--- src/rtl/mbus_int_arbiter.sv ---
// Round-robin arbiter that funnels NUM_REQ local interrupt sources onto the
// single REQ_INT / CLR_EXT_INT handshake of the MBus interrupt controller.
module mbus_int_arbiter #(
   parameter int NUM_REQ = 4,
   parameter int IDX_W   = 2,
   parameter int TIMEOUT = 255,
   parameter int TO_W    = 8
) (
   input  logic               CLKIN,
   input  logic               RESETn,
   input  logic [NUM_REQ-1:0] REQ_IN,
   input  logic [NUM_REQ-1:0] MASK,
   input  logic               CLR_EXT_INT,
   output logic               REQ_INT,
   output logic               GRANT_VALID,
   output logic [IDX_W-1:0]   GRANT_IDX,
   output logic [NUM_REQ-1:0] SRC_ACK,
   output logic [NUM_REQ-1:0] PENDING,
   output logic               TIMEOUT_ERR
);

   typedef enum logic [1:0] {ST_IDLE, ST_WAIT, ST_GAP} state_t;

   localparam logic [TO_W-1:0] TO_LAST = TO_W'(TIMEOUT - 1);

   state_t             state;
   logic [NUM_REQ-1:0] req_q;
   logic [IDX_W-1:0]   ptr;
   logic [TO_W-1:0]    count;

   logic [NUM_REQ-1:0] eligible;
   logic [NUM_REQ-1:0] ack_vec;
   logic [NUM_REQ-1:0] clr_vec;
   logic [IDX_W-1:0]   probe;
   logic [IDX_W-1:0]   sel_idx;
   logic               sel_found;

   assign eligible = PENDING & ~MASK;
   assign ack_vec  = NUM_REQ'(1) << GRANT_IDX;
   assign clr_vec  = (state == ST_WAIT && CLR_EXT_INT) ? ack_vec : '0;

   // Walk offsets from farthest to nearest so the source closest after ptr wins.
   // NOTE: every always_comb output gets a default first so no latch is inferred.
   always_comb begin
      sel_found = 1'b0;
      sel_idx   = '0;
      probe     = '0;
      for (int i = NUM_REQ; i >= 1; i--) begin
         probe = IDX_W'((int'(ptr) + i) % NUM_REQ);
         if (eligible[probe]) begin
            sel_found = 1'b1;
            sel_idx   = probe;
         end
      end
   end

   // A fresh rising edge beats a same-cycle acknowledge, so no event is lost.
   // NOTE: sequential state uses non-blocking assignments only.
   always_ff @(posedge CLKIN or negedge RESETn) begin
      if (!RESETn) begin
         req_q   <= '0;
         PENDING <= '0;
      end else begin
         req_q   <= REQ_IN;
         PENDING <= (PENDING & ~clr_vec) | (REQ_IN & ~req_q);
      end
   end

   always_ff @(posedge CLKIN or negedge RESETn) begin
      if (!RESETn) begin
         state       <= ST_IDLE;
         REQ_INT     <= 1'b0;
         GRANT_VALID <= 1'b0;
         GRANT_IDX   <= '0;
         SRC_ACK     <= '0;
         TIMEOUT_ERR <= 1'b0;
         ptr         <= IDX_W'(NUM_REQ - 1);
         count       <= '0;
      end else begin
         SRC_ACK     <= '0;
         TIMEOUT_ERR <= 1'b0;
         case (state)
            ST_IDLE: begin
               if (sel_found) begin
                  GRANT_IDX   <= sel_idx;
                  REQ_INT     <= 1'b1;
                  GRANT_VALID <= 1'b1;
                  count       <= '0;
                  state       <= ST_WAIT;
               end
            end
            ST_WAIT: begin
               count <= count + TO_W'(1);
               if (CLR_EXT_INT) begin
                  REQ_INT     <= 1'b0;
                  GRANT_VALID <= 1'b0;
                  SRC_ACK     <= ack_vec;
                  ptr         <= GRANT_IDX;
                  state       <= ST_GAP;
               end else if (count == TO_LAST) begin
                  // Pending bit stays set; moving ptr lets other sources go first.
                  REQ_INT     <= 1'b0;
                  GRANT_VALID <= 1'b0;
                  TIMEOUT_ERR <= 1'b1;
                  ptr         <= GRANT_IDX;
                  state       <= ST_GAP;
               end
            end
            ST_GAP:  state <= ST_IDLE;
            default: state <= ST_IDLE;
         endcase
      end
   end

endmodule

--- config.mk ---
export PLATFORM = sky130hd
export DESIGN_NAME = mbus_int_arbiter
export DESIGN_NICKNAME = d
export VERILOG_FILES = /design/src/rtl/mbus_int_arbiter.sv
export SDC_FILE = /design/constraint.sdc
export NUM_CORES = 1
export LEC_CHECK = 0
export ABC_AREA = 1
export BUFFER_PORTS_ARGS = -buffer_cell sky130_fd_sc_hd__buf_2
export CAP_MARGIN = 10
export CORE_ASPECT_RATIO = 0.8
export CORE_MARGIN = 5
export CORE_UTILIZATION = 50
export CTS_BUF_LIST = sky130_fd_sc_hd__clkbuf_16
export CTS_CLUSTER_SIZE = 20
export DETAILED_ROUTE_END_ITERATION = 12
export PLACE_DENSITY = 0.71
export SYNTH_ARGS = -nofsm -noshare
export SYNTH_HDL_FRONTEND = slang
export SYNTH_SLANG_ARGS = --single-unit
export TNS_END_PERCENT = 1
--- constraint.sdc ---
create_clock -name CLKIN -period 3 [get_ports CLKIN]
set_input_delay 0.3 -clock CLKIN [delete_from_list [all_inputs] [get_ports CLKIN]]
set_output_delay 0.3 -clock CLKIN [all_outputs]
set_load 0.05 [all_outputs]
Word-level counts from Yosys, hierarchy flattened
Index checks and enable logic that the tools add are counted.
- bits in latches: 0
- RAM bits: 0
- logic and storage cells: 73
- memories kept: 0
- register bits after elaboration: 28
- bits in read-only memories: 0
- output and inout bits: 13
- input port bits: 11
- divide/modulo/power cells: 0
- bitwise operators: 7
- reduce and logical (&&, ||, !) cells: 9
- equal/unequal tests: 4
- shifts and indexed selects: 1
- magnitude comparators: 4
- muxes and demuxes: 34
- add/subtract/negate cells: 5
- multipliers: 0
- operators by type and width (cell ; number):
    2-bit 2-to-1 mux ; 9
    8-bit one-hot mux with 2 select lines ; 1
    1-bit 2-to-1 mux ; 14
    4-bit bitwise AND ; 3
    2-bit by 3-bit < comparator with 1-bit output (second input constant) ; 4
    4-bit 2-to-1 mux ; 3
    4-bit NOT ; 3
    8-bit by 1-bit adder with 8-bit output (second input constant) ; 1
    1-bit binary-select mux with 2-bit select ; 4
    8-bit == test (second input constant) ; 1
    8-bit 2-to-1 mux ; 1
    2-bit AND reduction ; 4
    2-bit by 1-bit adder with 2-bit output (second input constant) ; 2
    2-bit adder (second input constant) ; 2
    4-bit OR ; 1
    2-bit one-hot mux with 2 select lines ; 1
    2-bit nonzero test ; 2
    1-bit by 2-bit << shifter with 4-bit output (first input constant) ; 1
    3-bit by 2-bit inequality test with 1-bit output (second input constant) ; 1
    3-bit AND reduction ; 1
    2-bit by 1-bit == test with 1-bit output (second input constant) ; 1
    2-bit logical NOT ; 1
    2-bit inequality test (second input constant) ; 1
    1-bit one-hot mux with 2 select lines ; 1
    1-bit logical AND ; 1

Longest topological paths before layout
Gate-level depths: netlist (run 1).
- depth after elaboration: 10
- depth in mapped cells: 12
- gate-level depth less buffers: 11

Worst setup path after synthesis (run 1)
OpenSTA, ideal clock, no wires.
- path type: register to register
- from: register PENDING[2]
- to: register GRANT_IDX[0]
- cell stages (with the launch flop): 10
- path slack: 1532 ps
- data arrival time: 1350 ps
- data required time: 2882 ps
- library setup time: 118 ps
- cells stage by stage: dfrtp_1 -> nand3_2 -> nand2_4 -> nand2_1 -> nand2_1 -> nand2_2 -> nand3_1 -> nand2_1 -> nand2_1 -> nand2_1
- cells in the longest elaborated chain, start to end: 8
- elaborated cells on any way between the ends: 18
- classes of those cells: mux (16); bitwise (1); reduce/logical (1)
- RTL lines (item ; line ; source):
    start, declared ; 18 ; output logic [NUM_REQ-1:0] PENDING,
    start signal, assigned ; 65 ; PENDING <= (PENDING & ~clr_vec) | (REQ_IN & ~req_q);
    4-bit bitwise AND (*) ; 38 ; assign eligible = PENDING & ~MASK;
    1-bit binary-select mux with 2-bit select ; 50 ; if (eligible[probe]) begin
    1-bit 2-to-1 mux (not written as such) ; 50 ;
    1-bit 2-to-1 mux (4 in series) ; 50 ;
    2-bit AND reduction (no line) ; - ;
    end signal, assigned ; 85 ; GRANT_IDX <= sel_idx;
    end, declared ; 16 ; output logic [IDX_W-1:0] GRANT_IDX,
Every way passes the cells marked *; elsewhere a longest branch is shown, timed or not. The select of a mux whose other input is x is not followed.
A chain may end at the register's enable or synchronous reset.

Worst setup path after layout (run 1)
- from: register ptr[0]
- to: register GRANT_IDX[1]
- cells in the longest elaborated chain, start to end: 8
- elaborated cells on any way between the ends: 21
- classes of those cells: add/sub (4); mux (16); reduce/logical (1)
- RTL lines (item ; line ; source):
    start, declared ; 28 ; logic [IDX_W-1:0] ptr;
    start signal, assigned ; 77 ; ptr <= IDX_W'(NUM_REQ - 1);
    2-bit by 1-bit adder with 2-bit output ; 49 ; probe = IDX_W'((int'(ptr) + i) % NUM_REQ);
    1-bit binary-select mux with 2-bit select ; 50 ;
    1-bit 2-to-1 mux (not written as such) ; 50 ;
    1-bit 2-to-1 mux (4 in series) ; 50 ;
    2-bit AND reduction (no line) ; - ;
Several ways; a longest one is shown, not always the timed one. The select of a mux whose other input is x is not followed.

==> results_dict.tcl, run 1 <==
set metrics [dict create \
    first_iter_violations 36 \
    slew_headroom_pct 60.5 \
    die_h_um 58.2 \
    min_path_type "in2async" \
    startpoint_type "flop" \
    area_delta_synth_final_pct 15.0 \
    period_needed_ns 1.51 \
    cts.hold.buffers_added 0 \
    synth.distinct_cells 29 \
    ys_seq_area_share_pct 48.4 \
    tritoncts "yes" \
    pre_cts_ws_ns 1.49 \
    clock-sinks 28 \
    syn_area_sq_mm 0.00145 \
    synth_xor_area_share_pct 1.20 \
    start_util_pct 52.6 \
    viasPerCell 5.00 \
    synthArstFlopShare_pct 100 \
    drc 0 \
    netlist_top_cells_area "dfrtp_1 (45%), nand2_1 (8.0%), inv_1 (6.7%)" \
    status "finished, final reports clean" \
    diodes 0 \
    synthFlopType "dfrtp_1" \
    cap_violations 0 \
    post-cts-setup-buffers 0 \
    synth_warnings 0 \
    fmax_ghz 0.660 \
    grt-ovfl-total 0 \
    setup_viol 0 \
    grt_usage_pct 14.0 \
    synth_top_family_by_area "simple AND/OR/NAND/NOR gates" \
    synth_top_area_share_pct 44.8 \
    r2r_slack_ns 1.49 \
    hpwl_um 2080 \
    syn-num-nets 170 \
    antenna_found_initial 0 \
    synthAdderAreaFrac_pct 1.72 \
    post_cts_resized 0 \
    muxShareOfSynthArea_pct 0 \
    pwr_density_cell_mw_per_mm2 1090 \
    die_area_sq_mm 0.00409 \
    cts_root_buf "clkbuf_16" \
    cp-end-kind "flop" \
    synth_seq_cells 28 \
    fin_util_pct 60.5 \
    fill_cells 249 \
    die_w_um 70.3 \
    firstDrtPassIters 4 \
    critical_path.max_fanout 10 \
    postSynthCellCount 157 \
    clk_pin_slew_ns 0.06 \
    skew_ns 0.00295 \
    tns_ns 0 \
    synth-simple-area-share_pct 29.8 \
    worst_pin_slew_ns 0.592 \
    rsz0062_at_grt "no" \
    power_uw 1820 \
    setup_slack_ns 1.49 \
    drive_gt1_share_pct 30.9 \
    vias 1094 \
    peakVddDrop_mv 0.688 \
    cts-htree-levels 1 \
    grt_pass1_vias 1094 \
    gp_routability_congestion 0.768 \
    setup.worst_path.start "ptr[0]" \
    core_sq_mm 0.00277 \
    cts_buffers 3 \
    clock_path_buffers 2 \
    worstSetupPathType "reg2reg" \
    min_period_over_period_pct 50.5 \
    slew_viol_final 0 \
    ant_nets 0 \
    r2r_end "GRANT_IDX[1]" \
    reg2regPathDepth 8 \
    cp.arrival_ns 1.66 \
    yosysMostFrequentCell "nand2_1" \
    synth_edf_count 0 \
    num_rows 17 \
    synth-compound-area-share_pct 9.47 \
    nets 195 \
    synth_area_per_cell_sq_um 9.26 \
    routed_wirelength_um 2670 \
    leakagePower_uw 0.000860 \
    synth_area_leader_cell "dfrtp_1" \
    clkLatencyLatePin_ns 0.26 \
    grt_max_degree 29 \
    portBuffers 23 \
    hold_viol 0 \
    wire_per_inst_um 12.2 \
    synth_common_cells "nand2_1 (31), dfrtp_1 (26), inv_1 (26), nand3_1 (9)" \
    pin_count 24 \
    seq_area_sq_um 703 \
    crit_path_end "GRANT_IDX[1]" \
    crit-reg2reg-launch "ptr[0]" \
    multi_input_area_sq_um 613 \
    required_ns 3.15 \
    grt_pass1_wl_um 4570 \
]
==> cell type report <==
| cell class | count | share of cell area, % |
|---|---|---|
| Timing Repair Buffer | 23 | 6.89 |
| Clock inverter | 1 | 0.225 |
| Clock buffer | 3 | 4.49 |
| Multi-Input combinational cell | 97 | 36.7 |
| Inverter | 29 | 6.81 |
| Sequential cell | 28 | 42.1 |
| Tap cell | 38 | 2.84 |
==> how the worst min path moves through the flow <==
stage                   endpoint  depth (start not counted)  slack [ns]
floorplan           GRANT_IDX[0]                          0       0.004
global placement      PENDING[1]                          1        0.34
detailed placement    SRC_ACK[1]                          1        0.34
CTS                     count[4]                          1        0.06
global route          PENDING[1]                          1        0.10
finish                SRC_ACK[1]                          1        0.04
==> kinds of logic (layout without fill, tap and decap cells) <==
| logic type | after synthesis | in the layout |
|---|---|---|
| adder cells (fa/ha/maj) | 2 | 2 |
| AND/OR/NAND/NOR | 74 | 74 |
| AO/OA/AOI/OAI | 19 | 19 |
| buffers and inverters | 32 | 56 |
| XOR/XNOR | 2 | 2 |
| flip-flops | 28 | 28 |
==> cells in the final DEF, fill, tap and decap left out, drive strengths merged <==
cell    netlist  routed
buf           3      23
nor3          7       7
inv          29      29
nand3b        1       1
clkinv        0       1
o22ai         8       8
nand2        42      42
a21oi         1       1
dfstp         2       2
o21ai        10      10
ha            2       2
xor2          1       1
clkbuf        0       3
xnor2         1       1
nand4         2       2
nor2          7       7
nand3        15      15
dfrtp        26      26
==> worst max-delay path, cell delays in order (launching register included) <==
cell	delay [ns]
dfstp_2	0.69
inv_6	0.07
nand3_4	0.07
nand2_4	0.07
nor2_4	0.13
nand2_4	0.08
nand2_8	0.10
nand3b_1	0.14
nand2_1	0.07
==> sequential cells by signal, summed over array words and instances (netlist names) <==
register and cells:
count 8, PENDING 4, SRC_ACK 4, req_q 4, GRANT_IDX 2, ptr 2
state 2, GRANT_VALID 1, TIMEOUT_ERR 1
==> stage by stage <==
stage	std cells	cell area [sq um]	hold slack, ns
final	219	1670	0.0391
after global routing	219	1670	0.104
after CTS	219	1670	0.0592
after detailed placement	215	1590	0.337
after global placement	215	1590	0.336
after floorplan	157	1450	0.00441
==> where the power goes <==
group	switching, uW	leakage (uW)	total [uW]	internal, uW
registers	121	0.000343	606	485
logic	642	0.000478	919	278
clock network	117	0.0000385	295	178
==> layer usage <==
layer  global-route usage [%]  vias up  share of wire, %
met2                     26.4       17                49
met3                     2.60        8               2.7
li1                         -      549                 -
met1                     15.3      520                46
met4                     6.56        0               2.4
met5                        0        -                 0
Note: power is estimated with default switching activity, not from simulation.
==> run 2, diff against run 1 <==
==> constraint.sdc (replaced) <==
create_clock -name CLKIN -period 1.55 [get_ports CLKIN]
set_input_delay 0.155 -clock CLKIN [delete_from_list [all_inputs] [get_ports CLKIN]]
set_output_delay 0.155 -clock CLKIN [all_outputs]
set_load 0.05 [all_outputs]
==> run 2 against run 1 <==
Net effect:
- the run now ends with setup timing left
- register-to-register slack got worse by 1.5 ns
- critical path depth rose by 2
- clock power grew 91%
- critical endpoint is now GRANT_IDX[0]
==> results_dict.tcl, run 2 (synthesis gave the netlist of run 1 again) <==
set metrics [dict create \
    first_iter_violations 49 \
    cp.arrival_ns 1.74 \
    gp_routability_congestion 0.768 \
    worst_pin_slew_ns 0.598 \
    routed_wirelength_um 3060 \
    slew_viol_final 0 \
    slowest_stage "dfstp_2" \
    ant_nets 0 \
    tritoncts "yes" \
    min_period_over_period_pct 102 \
    status "finished with violations" \
    setup.worst_path.start "ptr[0]" \
    largest_reg_flops 8 \
    leakagePower_uw 0.000894 \
    clkLatencyLatePin_ns 0.26 \
    drc 0 \
    hold_viol 0 \
    drive_gt1_share_pct 34.4 \
    cts_root_buf "clkbuf_16" \
    grt-ovfl-total 0 \
    period_needed_ns 1.58 \
    core_sq_mm 0.00277 \
    peakVddDrop_mv 1.10 \
    hpwl_um 2080 \
    die_w_um 70.3 \
    regMostFlops "count" \
    pwr_density_cell_mw_per_mm2 2130 \
    vias 1109 \
    firstDrtPassIters 4 \
    critical_path.max_fanout 5 \
    critPathMaxStageDelay_ns 0.63 \
    nets 201 \
    cts-htree-levels 1 \
    violations "setup timing" \
    die_area_sq_mm 0.00409 \
    cap_violations 0 \
    setup_viol 1 \
    power_uw 3720 \
    worstSetupPathType "reg2reg" \
    area_delta_synth_final_pct 19.9 \
    required_ns 1.70 \
    start_util_pct 52.6 \
    clk_pin_slew_ns 0.06 \
    skew_ns 0.00195 \
    tns_ns -0.0347 \
    slew_headroom_pct 60.1 \
    grt_usage_pct 14.8 \
    hold_start "REQ_IN[1]" \
    viasPerCell 4.95 \
    grt_pass1_wl_um 4760 \
    clock-sinks 28 \
    pin_count 24 \
    grt_max_degree 29 \
    min_path_type "in2reg" \
    crit_chain "buf_6, nand3_2, nand2_4, nand2_1, nand2_1, inv_1, nand3_1, nand2_1, nand2_1, nand2_1" \
    antenna_found_initial 0 \
    final_common_cell "nand2_1" \
    die_h_um 58.2 \
    portBuffers 23 \
    cp_num_buf_inv 2 \
    wire_per_inst_um 13.7 \
    cp_top_family "simple AND/OR/NAND/NOR gates" \
    rsz0062_at_grt "yes" \
    startpoint_type "flop" \
    clock_path_buffers 2 \
    grt_pass1_vias 1040 \
    crit-reg2reg-launch "ptr[0]" \
    diodes 0 \
    num_rows 17 \
    fmax_ghz 0.631 \
    cp-end-kind "flop" \
    cts_buffers 3 \
    setup_slack_ns -0.0347 \
    mostFrequentLayoutCells "nand2_1 (30), dfrtp_1 (26), inv_1 (26)" \
    critPathMostFrequentCell "nand2_1" \
]
## run 2: final cells by class
cell class / instances / area [sq um]
flip-flops and latches: 28 / 703
fillers: 247 / 1020
clock buffers: 3 / 75.1
multi-input cells: 97 / 633
repair buffers: 29 / 170
inverters: 29 / 114
well taps: 38 / 47.5
## run 2: stage by stage
step / utilization, % / instances / hold slack (ns) / instance area, sq um / setup WS (ns)
2_1_floorplan: - / 157 / -0.141 / 1450 / 0.0815
3_3_place_gp: 57.6 / 215 / 0.191 / 1590 / 0.0810
3_5_place_dp: 57.6 / 215 / 0.194 / 1590 / 0.0292
4_1_cts: 60.7 / 219 / 0.0104 / 1680 / 0.0215
5_1_grt: 63.0 / 224 / 0.00764 / 1740 / -0.103
6_report: 63.0 / 224 / 0.0133 / 1740 / -0.0347
## run 2: final timing paths
| path | to | slack, ns | cells after the start |
|---|---|---|---|
| hold / removal | req_q[1] | 0.01 | 1 |
| max in group asynchronous | PENDING[3] | 0.73 | 2 |
| setup / recovery | GRANT_IDX[0] | -0.03 | 10 |
| setup reg to reg | GRANT_IDX[0] | -0.03 | 10 |
| hold reg to reg | PENDING[1] | 0.43 | 1 |
| min in group asynchronous | PENDING[1] | 0.44 | 2 |
## run 2: power by group
part           switching [uW]  internal (uW)  total (uW)
clock network             222            342         564
registers                 227            938        1170
logic                    1350            638        1990
## run 2: layer usage
layer	share of wire [%]	GRT usage, %	vias up
met2	52	24.9	24
met3	3.0	2.60	8
met1	43	18.3	515
met4	2.7	7.38	0
met5	0	0	-
li1	-	-	562
## run 2: timing repair
action | 4_1_cts | 5_1_grt
resized for setup | 0 | 8
hold buffers | 1 | 0
endpoints found under the setup margin | 0 | 9
setup buffers | 0 | 5
endpoints found under the hold margin | 26 | 0
==> run 3, diff against run 2 <==
--- a/config.mk
+++ b/config.mk
@@ -8,13 +8,15 @@
 export ABC_AREA = 1
 export BUFFER_PORTS_ARGS = -buffer_cell sky130_fd_sc_hd__buf_2
 export CAP_MARGIN = 10
+export CELL_PAD_IN_SITES_DETAIL_PLACEMENT = 1
+export CELL_PAD_IN_SITES_GLOBAL_PLACEMENT = 1
 export CORE_ASPECT_RATIO = 0.8
 export CORE_MARGIN = 5
-export CORE_UTILIZATION = 50
+export CORE_UTILIZATION = 42
 export CTS_BUF_LIST = sky130_fd_sc_hd__clkbuf_16
 export CTS_CLUSTER_SIZE = 20
 export DETAILED_ROUTE_END_ITERATION = 12
-export PLACE_DENSITY = 0.71
+export PLACE_DENSITY = 0.77
 export SYNTH_ARGS = -nofsm -noshare
 export SYNTH_HDL_FRONTEND = slang
 export SYNTH_SLANG_ARGS = --single-unit
==> run 3 against run 2 <==
Net effect:
- largest cell class unchanged
- utilization is 9.1 points lower
- non-clock buffer count grew 3
- first-iteration DRC count is 29% lower
- die area increased by 16%
- routed wire length is 20% higher
- via count grew 5.8%
- hold slack gained 0.098 ns
- power rose by 7.3%
- largest power group unchanged
- final area increased by 4.4%
- the flow now finishes without violations
- global-route usage increased by 2.4 points
==> results_dict.tcl, run 3 (synthesis gave the netlist of run 1 again) <==
set metrics [dict create \
    status "finished, final reports clean" \
    clkLatencyLatePin_ns 0.27 \
    vias 1173 \
    critPathMostFrequentCell "nand2_1" \
    firstDrtPassIters 4 \
    grt_pass1_vias 1311 \
    die_h_um 62.6 \
    cts_root_buf "clkbuf_16" \
    num_rows 19 \
    grt_max_degree 29 \
    clock_path_buffers 2 \
    mostFrequentLayoutCells "nand2_1 (30), dfrtp_1 (26), inv_1 (26)" \
    hpwl_um 2620 \
    critical_path.max_fanout 5 \
    min_path_type "in2reg" \
    peakVddDrop_mv 1.30 \
    skew_ns 0.00365 \
    slew_headroom_pct 58.7 \
    largest_reg_flops 8 \
    period_needed_ns 1.53 \
    pwr-share-comb_pct 51.4 \
    cp.arrival_ns 1.70 \
    start_util_pct 43.1 \
    tritoncts "yes" \
    wire_per_inst_um 15.8 \
    rsz0062_at_grt "yes" \
    p_int_uw 2100 \
    clk_pin_slew_ns 0.07 \
    slew_viol_final 0 \
    hold_viol 0 \
    grt-ovfl-total 0 \
    regMostFlops "count" \
    drc 0 \
    cap_violations 0 \
    final_common_cell "nand2_1" \
    pin_count 24 \
    crit_chain "buf_4, xnor2_1, nand2_1, nand2_1, inv_1, nand3_1, nand2_1, nand2_1, nand2_1" \
    fin_util_pct 53.9 \
    setup_viol 0 \
    pwr_density_cell_mw_per_mm2 2190 \
    gp_routability_congestion 0.807 \
    clkPwrFrac_pct 19.3 \
    final_cell_count_no_fill 232 \
    grt_usage_pct 17.2 \
    routed_wirelength_um 3660 \
    startpoint_type "flop" \
    tns_ns 0 \
    cp_num_buf_inv 2 \
    worstSetupPathType "reg2reg" \
    core_sq_mm 0.00338 \
    portBuffers 23 \
    ant_nets 0 \
    slowest_stage "dfstp_2" \
    first_iter_violations 35 \
    diodes 0 \
    seqPwrFrac_pct 29.3 \
    worst_pin_slew_ns 0.619 \
    fmax_ghz 0.652 \
    grt_pass1_wl_um 6140 \
    switching_share_pct 47.3 \
    clock-sinks 28 \
    antenna_found_initial 0 \
    cts-htree-levels 1 \
    cp_top_family "flip-flops" \
    min_period_over_period_pct 99.0 \
    die_w_um 75.8 \
    critPathMaxStageDelay_ns 0.60 \
    area_delta_synth_final_pct 25.1 \
    cts_buffers 3 \
    die_area_sq_mm 0.00475 \
    p_switching_uw 1890 \
    cp-end-kind "flop" \
    nets 204 \
    drive_gt1_share_pct 33.7 \
    leakagePower_uw 0.000918 \
    viasPerCell 5.06 \
    place_inst 219 \
    required_ns 1.72 \
]
[run 3: timing repair]
action                                  CTS  global route
endpoints found under the setup margin    1             8
hold endpoints to repair                 29             1
gates resized for setup                   0             7
pin swaps                                 0             1
setup buffers                             4             0
hold buffers                              4             1
[run 3: path summary, 6_finish.rpt]
path                              from      endpoint  slack [ns]  cells past startpoint
max in group asynchronous       RESETn    SRC_ACK[1]        0.71                      2
hold reg to reg               req_q[2]    PENDING[2]        0.43                      1
setup / recovery                ptr[0]  GRANT_IDX[0]        0.02                      9
setup reg to reg                ptr[0]  GRANT_IDX[0]        0.02                      9
hold / removal             CLR_EXT_INT   TIMEOUT_ERR        0.11                      2
min in group asynchronous       RESETn   GRANT_VALID        0.43                      2
[run 3: layout make-up]
type / instances / area, sq um
fill: 390 / 1560
sequential: 28 / 703
multi-input combinational: 97 / 642
timing repair buffer: 32 / 203
inverter: 29 / 114
clock buffer: 3 / 75.1
tap: 42 / 52.6
clock inverter: 1 / 30.0
[run 3: power groups by stage]
stage | Sequential [uW] | Clock [uW] | Combinational [uW]
2_1_floorplan | 1400 | 0 | 1230
3_3_place_gp | 1180 | 0 | 1750
3_5_place_dp | 1200 | 0 | 1830
4_1_cts | 1150 | 788 | 1960
5_1_grt | 1190 | 828 | 2230
6_report | 1170 | 770 | 2050
[run 3: worst reg2reg max path: stages (launching register included)]
cell and delay [ns]:
dfstp_2 0.60, buf_4 0.15, xnor2_1 0.14, nand2_1 0.12, nand2_1 0.11, inv_1 0.05
nand3_1 0.09, nand2_1 0.06, nand2_1 0.07, nand2_1 0.05
[run 3: through the flow]
step,instance area (sq um),worst slack (ns),total power [uW],hold slack [ns]
floorplan,1450,0.0815,2630,-0.141
global placement,1600,0.0728,2920,0.195
detailed placement,1600,-0.00689,3030,0.209
CTS,1770,0.0557,3900,0.000491
global route,1820,-0.0859,4250,0.0982
finish,1820,0.0156,3990,0.112
[run 3: per-layer routing]
| metal | GRT usage [%] | vias up | share of wire, % |
|---|---|---|---|
| li1 | - | 565 | - |
| met1 | 21.2 | 581 | 42 |
| met2 | 28.2 | 20 | 52 |
| met3 | 4.66 | 7 | 4.2 |
| met4 | 5.90 | 0 | 2.1 |
| met5 | 0 | - | 0 |
